<file path="src/rtl/vga_timing_pkg.sv">
// rtl/vga_timing_pkg.sv - default SVGA mode constants and counter width helper
package vga_timing_pkg;

    localparam int SVGA_H_ACTIVE = 800;
    localparam int SVGA_H_FP     = 32;
    localparam int SVGA_H_SYNC   = 64;
    localparam int SVGA_H_BP     = 152;
    localparam int SVGA_H_TOTAL  = SVGA_H_ACTIVE + SVGA_H_FP + SVGA_H_SYNC + SVGA_H_BP;

    localparam int SVGA_V_ACTIVE = 600;
    localparam int SVGA_V_FP     = 1;
    localparam int SVGA_V_SYNC   = 3;
    localparam int SVGA_V_BP     = 24;
    localparam int SVGA_V_TOTAL  = SVGA_V_ACTIVE + SVGA_V_FP + SVGA_V_SYNC + SVGA_V_BP;

    function automatic int cnt_width(input int total);
        return (total <= 2) ? 1 : $clog2(total);
    endfunction

endpackage

</file>
<file path="src/rtl/vga_timing_gen_axis_counter.sv">
// rtl/vga_timing_gen_axis_counter.sv - one timing axis: wrapping counter with active/sync decode
module timing_axis_counter
    import vga_timing_pkg::*;
#(
    parameter int ACTIVE = SVGA_H_ACTIVE,
    parameter int FP     = SVGA_H_FP,
    parameter int SYNC   = SVGA_H_SYNC,
    parameter int BP     = SVGA_H_BP,
    parameter bit POL    = 1'b1,
    parameter int W      = 11
) (
    input  logic         clk,
    input  logic         reset,
    input  logic         step,
    output logic [W-1:0] count,
    output logic         wrap,
    output logic         active,
    output logic         sync
);

    localparam int TOTAL = ACTIVE + FP + SYNC + BP;
    localparam logic [W-1:0] LAST       = W'(TOTAL - 1);
    localparam logic [W-1:0] ACT_END    = W'(ACTIVE);
    localparam logic [W-1:0] SYNC_START = W'(ACTIVE + FP);
    localparam logic [W-1:0] SYNC_END   = W'(ACTIVE + FP + SYNC);

    if (ACTIVE == 0 || FP == 0 || SYNC == 0 || BP == 0) begin : g_bad_timing
        $error("timing_axis_counter: every timing parameter must be non-zero");
    end
    if (W < 1 || W > 30 || TOTAL > (1 << W)) begin : g_bad_width
        $error("timing_axis_counter: counter width too narrow for the axis total");
    end

    logic [W-1:0] count_q;
    logic [W-1:0] count_d;

    always_comb begin
        count_d = count_q;
        if (step) begin
            count_d = wrap ? '0 : count_q + 1'b1;
        end
    end

    always_ff @(posedge clk) begin
        if (reset) begin
            count_q <= '0;
        end else begin
            count_q <= count_d;
        end
    end

    // Decodes are of the pre-increment count; the top registers them.
    assign count  = count_q;
    assign wrap   = (count_q == LAST);
    assign active = (count_q < ACT_END);
    assign sync   = ((count_q >= SYNC_START) && (count_q < SYNC_END)) ? POL : ~POL;

endmodule

</file>
<file path="src/rtl/vga_timing_gen.sv">
// rtl/vga_timing_gen.sv - parametrised registered VGA sync generator with frame/line strobes
module vga_timing_gen
    import vga_timing_pkg::*;
#(
    parameter int H_ACTIVE = SVGA_H_ACTIVE,
    parameter int H_FP     = SVGA_H_FP,
    parameter int H_SYNC   = SVGA_H_SYNC,
    parameter int H_BP     = SVGA_H_BP,
    parameter int V_ACTIVE = SVGA_V_ACTIVE,
    parameter int V_FP     = SVGA_V_FP,
    parameter int V_SYNC   = SVGA_V_SYNC,
    parameter int V_BP     = SVGA_V_BP,
    parameter bit H_POL    = 1'b1,
    parameter bit V_POL    = 1'b1,
    parameter int HC_W     = cnt_width(SVGA_H_TOTAL),
    parameter int VC_W     = cnt_width(SVGA_V_TOTAL)
) (
    input  logic            clk,
    input  logic            reset,
    input  logic            pix_ce,
    output logic            hsync,
    output logic            vsync,
    output logic            video_on,
    output logic [HC_W-1:0] hcount,
    output logic [VC_W-1:0] vcount,
    output logic            sof,
    output logic            eol
);

    localparam logic [HC_W-1:0] H_LAST_ACT = HC_W'(H_ACTIVE - 1);

    logic [HC_W-1:0] h_cnt;
    logic [VC_W-1:0] v_cnt;
    logic            h_wrap, h_active, h_sync;
    logic            v_wrap, v_active, v_sync;

    timing_axis_counter #(
        .ACTIVE (H_ACTIVE),
        .FP     (H_FP),
        .SYNC   (H_SYNC),
        .BP     (H_BP),
        .POL    (H_POL),
        .W      (HC_W)
    ) u_h_axis (
        .clk    (clk),
        .reset  (reset),
        .step   (pix_ce),
        .count  (h_cnt),
        .wrap   (h_wrap),
        .active (h_active),
        .sync   (h_sync)
    );

    timing_axis_counter #(
        .ACTIVE (V_ACTIVE),
        .FP     (V_FP),
        .SYNC   (V_SYNC),
        .BP     (V_BP),
        .POL    (V_POL),
        .W      (VC_W)
    ) u_v_axis (
        .clk    (clk),
        .reset  (reset),
        .step   (pix_ce & h_wrap),
        .count  (v_cnt),
        .wrap   (v_wrap),
        .active (v_active),
        .sync   (v_sync)
    );

    logic [HC_W-1:0] hcount_q, hcount_d;
    logic [VC_W-1:0] vcount_q, vcount_d;
    logic            hsync_q, hsync_d;
    logic            vsync_q, vsync_d;
    logic            video_on_q, video_on_d;
    logic            sof_q, sof_d;
    logic            eol_q, eol_d;

    // Everything holds between pixel enables except the strobes, which drop.
    always_comb begin
        hcount_d   = hcount_q;
        vcount_d   = vcount_q;
        hsync_d    = hsync_q;
        vsync_d    = vsync_q;
        video_on_d = video_on_q;
        sof_d      = 1'b0;
        eol_d      = 1'b0;
        if (pix_ce) begin
            hcount_d   = h_cnt;
            vcount_d   = v_cnt;
            hsync_d    = h_sync;
            vsync_d    = v_sync;
            video_on_d = h_active & v_active;
            sof_d      = (h_cnt == '0) && (v_cnt == '0);
            eol_d      = (h_cnt == H_LAST_ACT) && v_active;
        end
    end

    always_ff @(posedge clk) begin
        if (reset) begin
            hcount_q   <= '0;
            vcount_q   <= '0;
            hsync_q    <= ~H_POL;
            vsync_q    <= ~V_POL;
            video_on_q <= 1'b0;
            sof_q      <= 1'b0;
            eol_q      <= 1'b0;
        end else begin
            hcount_q   <= hcount_d;
            vcount_q   <= vcount_d;
            hsync_q    <= hsync_d;
            vsync_q    <= vsync_d;
            video_on_q <= video_on_d;
            sof_q      <= sof_d;
            eol_q      <= eol_d;
        end
    end

    assign hcount   = hcount_q;
    assign vcount   = vcount_q;
    assign hsync    = hsync_q;
    assign vsync    = vsync_q;
    assign video_on = video_on_q;
    assign sof      = sof_q;
    assign eol      = eol_q;

    logic unused_wrap;
    assign unused_wrap = v_wrap;

endmodule

</file>
<file path="config.mk">
export PLATFORM = sky130hd
export DESIGN_NAME = vga_timing_gen
export DESIGN_NICKNAME = d
export VERILOG_FILES = /design/src/rtl/vga_timing_pkg.sv /design/src/rtl/vga_timing_gen_axis_counter.sv /design/src/rtl/vga_timing_gen.sv
export SDC_FILE = /design/constraint.sdc
export NUM_CORES = 1
export LEC_CHECK = 0
export ABC_CLOCK_PERIOD_IN_PS = 4000
export BUFFER_PORTS_ARGS = -buffer_cell sky130_fd_sc_hd__buf_2
export CAP_MARGIN = 20
export CORE_MARGIN = 2
export CORE_UTILIZATION = 60
export CTS_BUF_LIST = sky130_fd_sc_hd__clkbuf_4 sky130_fd_sc_hd__clkbuf_8
export DETAILED_ROUTE_END_ITERATION = 6
export PLACE_DENSITY_LB_ADDON = 0.08
export SKIP_CTS_REPAIR_TIMING = 1
export SYNTH_ARGS = -nofsm -noshare
export SYNTH_HDL_FRONTEND = slang
export SYNTH_SLANG_ARGS = --single-unit
</file>
<file path="constraint.sdc">
create_clock -name clk -period 4 [get_ports clk]
set_input_delay 1 -clock clk [delete_from_list [all_inputs] [get_ports clk]]
set_output_delay 1 -clock clk [all_outputs]
set_load 0.05 [all_outputs]
</file>
==> metrics.txt, run 1 <==
drt wl/cell 14.0 microns; CTS H-tree lvls 2; cell with the most instances after synthesis dfxtp_1; setup TNS 0 ps; row cnt 21; Met2 Routed Length between 1500 and 2000 microns; RSZ-0062 raised after global routing false; Routed Antenna Nets 0; P_leak approximately 0.95 nW; TritonCTS clock tree yes; Worst setup EP type flop; final setup fails 0; # nets final 263; ANT cells 0; DR vias between 1500 and 2000; clock tree buffer depth 2; Finished Core Util about two thirds; routability cong. a little over 0.8; Critical Path Slowest Stage Cell o21ai_0; DRC violations left 0; Pwr Total 0.724 mW; largest net degree at the start of global routing 34; crit-path max FO 18; r2r worst-path depth 5; Seq cells post-synth 47; Placeable Area about 0.0034 sq mm; Pwr Density between 300 and 400 mW/mm^2; syn_area_per_cell around 9.1 sq um; Clock Skews 12.6 ps; CP peak stage delay approximately 530 ps; clock slew at reported path FFs roughly 120 ps; DR vias/cell about 5.7; Synth top cells by count dfxtp_1 (47), nor2_1 (36), mux2i_1 (21); Max Fclk 444 MHz; IO Count 29; first-pass GRT wire length between 6000 and 7000 microns; hold depth 2; largest family of logic cells by synthesized area simple AND/OR/NAND/NOR gates; VDD IR-drop max around 0.24 mV; top-area cell type share of the netlist area roughly 45%; clk_lat worst skew approximately 360 ps; non-filler cells, final 299; status complete, no violations; Synth area leaders dfxtp_1 (45%), mux2i_1 (10%), nor2_1 (6.4%), ha_1 (3.6%), nand4_1 (3.3%); initial DRC count between 90 and 100; Post-Synthesis Cells around 230; sequential element share of the synthesized area 44.6%; Total Routed Length between 4000 and 5000 microns; MaxCap Viol Count 0; metal3 WL 288 microns; top sig layer met4; worst-path cell chain buf_2, and3_1, nand3_4, o21ai_0, nor2_1; PortBufs 28; final period demand of the worst path roughly 2300 ps; DIE AREA 0.00400 sq mm; Starting Density a little over three fifths; TritonCTS Buffers 5; max_slew headroom roughly 59%; Final Slew Violations 0; Synth Area in Compound Gates 7.42%; final hold viol count 0; yosys warns 0; Synth Area in Simple Gates 25.0%; Slew @ Worst Pin between 600 and 700 ps; DRT Pass-1 Iters 5; critical path class in -> reg; initial antenna violation count 0; CP arrival ~2500 ps; critical path launch point type primary input; library cells used by synthesis 37; Metal-1 WL ~2000 microns; HP Class reg -> reg; final period utilization between 50% and 60%; Synth Area in Adders under 10%; area leader, netlist dfxtp_1; Clock Tree Root clkbuf_4; Placed Cells just under 300; GRT Residual Overflow 0; synthesized area between 0.002 and 0.0025 sq mm; Synth Area in XOR/XNOR under 10%; Die X roughly 63 microns; vias in the first global route about 1500; Die H around 63 microns; most common flop cell mapped by yosys dfxtp_1; GRT Util Overall roughly 22%; Required @ worst endpoint 4230 ps; Post-synth EDFFs 0; share of post-route cells with drive strength above 1 around 16%; final hold slack between 400 and 500 ps; mux cell area share after synthesis 9.97%; Synth Net Count ~240; post-detail-place hpwl roughly 3000 microns; Post-synth ARST share 0%; P&R area growth vs syn 8.66%; Clock Sinks 47
[registers in the layout, indices dropped and copies added, names as in the netlist]
register	flops
eol	1
hcount	11
hsync	1
sof	1
u_h_axis.count	11
u_v_axis.count	10
vcount	10
video_on	1
vsync	1
[cells in the final DEF (no fill, tap or decap), types with 2 or more instances in the layout]
cell type,count
buf_2,28
mux2i_1,21
nand2_1,15
ha_1,6
o31ai_1,4
nand4_1,11
inv_1,9
nor3_1,5
or3_1,5
and4b_1,2
a21oi_1,12
nor2_1,36
and3_1,2
o21ai_0,5
o211ai_1,2
clkbuf_4,6
or4_1,4
xnor2_1,5
nor4b_1,2
nor4_1,3
dfxtp_1,47
nand3_1,5
xor2_1,6
[critical path, delay by kind of cell]
| kind | cells | cell delay (ps) |
|---|---|---|
| buf+inv | 1 | 350 |
| compound gates | 1 | 530 |
| simple gates | 3 | 600 |
[per-layer routing]
layer	GRT usage [%]	up-vias
li1	-	862
met1	31.6	785
met2	33.4	56
met3	5.89	7
met4	5.71	0
met5	0	-
[layout make-up]
cell class,count,area (sq um)
clock buffer,6,45.0
inverter,9,33.8
tap,46,57.6
fill,316,1070
timing repair buffer,29,148
multi-input combinational,162,1070
sequential,47,941
[final timing paths]
path                                        from  slack, ps                              to
setup reg to reg  u_v_axis.count[1]$_SDFFE_PP0P_       2050  u_v_axis.count[2]$_SDFFE_PP0P_
hold / removal            hcount[6]$_SDFFE_PP0P_        480          hcount[6]$_SDFFE_PP0P_
setup / recovery                          pix_ce       1750  u_v_axis.count[2]$_SDFFE_PP0P_
hold reg to reg           hcount[6]$_SDFFE_PP0P_        480          hcount[6]$_SDFFE_PP0P_
[cells by family after synthesis]
kind of cell | after synthesis
AO/OA/AOI/OAI | 26
XOR/XNOR | 11
adder cells (fa/ha/maj) | 6
buffers and inverters | 23
flip-flops | 47
multiplexers | 21
AND/OR/NAND/NOR | 98
[report_power, final]
part	leakage, nW	switching [mW]	internal, mW
Sequential	0.379	0.00294	0.472
Clock	0.0276	0.139	0.0696
Combinational	0.545	0.0291	0.0120
[through the flow]
step,setup WS (ps),area [sq um]
2_1_floorplan,1840,2110
3_3_place_gp,1390,2250
3_5_place_dp,1400,2250
4_1_cts,1780,2290
5_1_grt,1630,2290
6_report,1750,2290
No activity file was read; power rests on OpenSTA's default activity.
==> inputs of run 2 (changes only) <==
--- a/config.mk
+++ b/config.mk
@@ -5,11 +5,11 @@
 export SDC_FILE = /design/constraint.sdc
 export NUM_CORES = 1
 export LEC_CHECK = 0
-export ABC_CLOCK_PERIOD_IN_PS = 4000
+export ABC_CLOCK_PERIOD_IN_PS = 2000
 export BUFFER_PORTS_ARGS = -buffer_cell sky130_fd_sc_hd__buf_2
 export CAP_MARGIN = 20
 export CORE_MARGIN = 2
-export CORE_UTILIZATION = 60
+export CORE_UTILIZATION = 53
 export CTS_BUF_LIST = sky130_fd_sc_hd__clkbuf_4 sky130_fd_sc_hd__clkbuf_8
 export DETAILED_ROUTE_END_ITERATION = 6
 export PLACE_DENSITY_LB_ADDON = 0.08
==> constraint.sdc (replaced) <==
create_clock -name clk -period 2 [get_ports clk]
set_input_delay 0.5 -clock clk [delete_from_list [all_inputs] [get_ports clk]]
set_output_delay 0.5 -clock clk [all_outputs]
set_load 0.05 [all_outputs]
==> metrics.txt, run 2 (synthesis results as in run 1) <==
status complete, no violations; Pwr Density ~650 mW/mm^2; crit-path max FO 8; Placeable Area between 0.003 and 0.004 sq mm; Setup crit start u_h_axis.count[5]$_SDFFE_PP0P_; critical path launch point type flop; Required @ worst endpoint 2220 ps; initial antenna violation count 0; Finished Core Util between 60 and 70%; DIE AREA 0.00450 sq mm; commonest cells after routing, fill and taps aside dfxtp_1 (47), nor2_1 (36), buf_2 (28); clock slew at reported path FFs ~80 ps; critical path class reg -> reg; routability cong. around 0.77; first-pass GRT wire length between 7000 and 8000 microns; row cnt 22; HP Class reg -> reg; CP arrival roughly 2000 ps; hold path startpoint vsync$_SDFFE_PP0P_; CP peak stage delay around 520 ps; setup TNS 0 ps; share of post-route cells with drive strength above 1 19.0%; Max Fclk 564 MHz; commonest non-fill, non-tap cell in the layout dfxtp_1; worst-path cell chain nor4_4, nand2_2, or4_1, a21oi_1; TritonCTS Buffers 5; MaxCap Viol Count 0; drt wl/cell ~14 microns; GRT Residual Overflow 0; P&R area growth vs syn 13.8%; family with the most delay on the worst path simple AND/OR/NAND/NOR gates; Worst setup EP type flop; Die H roughly 67 microns; IO Count 29; Critical R2R Launch u_h_axis.count[5]$_SDFFE_PP0P_; Routed Antenna Nets 0; # nets final roughly 270; DRC violations left 0; largest net degree at the start of global routing 32; ANT cells 0; VDD IR-drop max roughly 0.47 mV; CTS H-tree lvls 2; PortBufs 28; final period demand of the worst path around 1800 ps; Starting Density a little under three fifths; fill count approximately 330; Clock Tree Root clkbuf_8; Final Slew Violations 0; Die X between 60 and 70 microns; Clock Sinks 47; vias in the first global route approximately 1600; DRT Pass-1 Iters 4; P_leak slightly above 1 nW; final period utilization roughly nine tenths; clock tree buffer depth 2; RSZ-0062 raised after global routing false; final setup fails 0; TritonCTS clock tree yes; Slew @ Worst Pin roughly 410 ps; Crit path buffers/inverters 0; Clock Skews about 8.5 ps; max_slew headroom just over 70%; DR vias/cell ~5.5; Critical Path Slowest Stage Cell or4_1; final hold viol count 0; GRT Util Overall between 20% and 30%; clk_lat worst skew ~300 ps; post-detail-place hpwl a little over 3000 microns; DR vias ~1700; Total Routed Length around 4400 microns; initial DRC count ~130
[run 2: cell count changes in the layout (fill, tap and decap cells not counted), sizes merged]
| cell | change |
|---|---|
| buf | +10 |
[run 2: final timing paths]
check | endpoint | slack [ps] | depth (start not counted)
max reg2reg | u_v_axis.count[5]$_SDFFE_PP0P_ | 230 | 4
min reg2reg | vsync$_SDFFE_PP0P_ | 470 | 2
min | vsync$_SDFFE_PP0P_ | 470 | 2
max | u_v_axis.count[5]$_SDFFE_PP0P_ | 230 | 4
[run 2: power breakdown]
group,total (mW),switching [mW],internal [mW]
logic,0.0905,0.0608,0.0298
registers,0.947,0.00500,0.942
clock network,0.530,0.283,0.247
total,1.57,0.349,1.22
[run 2: worst register-to-register path, cell delays in order (launching register included)]
cell and delay (ps):
dfxtp_1 410, nor4_4 480, nand2_2 150, or4_1 520
a21oi_1 150
[run 2: area by class of cell]
| class | count | area, sq um | area share [%] |
|---|---|---|---|
| Tap cell | 48 | 60.1 | 2.50 |
| Multi-Input combinational cell | 162 | 1070 | 44.4 |
| Sequential cell | 47 | 941 | 39.2 |
| Inverter | 9 | 33.8 | 1.41 |
| Timing Repair Buffer | 39 | 223 | 9.28 |
| Clock buffer | 6 | 76.3 | 3.18 |
[run 2: metrics by stage]
step           setup WS (ps)  hold slack, ps  power (mW)  cells  cell area [sq um]
6_report                 226             466        1.57    311               2400
5_1_grt                 66.5             500        1.64    311               2400
4_1_cts                  220             472        1.58    311               2400
3_5_place_dp             150             460        1.06    305               2320
3_3_place_gp             173             449        1.06    305               2320
2_1_floorplan            210             478        1.03    232               2110
[run 2: layer usage]
| layer | global-route usage (%) | part of all wire [%] | vias to the layer above |
|---|---|---|---|
| met1 | 31.2 | 53 | 784 |
| met4 | 6.12 | 0.99 | 0 |
| met2 | 33.4 | 42 | 41 |
| met5 | 0 | 0 | - |
| met3 | 6.08 | 4.3 | 5 |
| li1 | - | - | 876 |
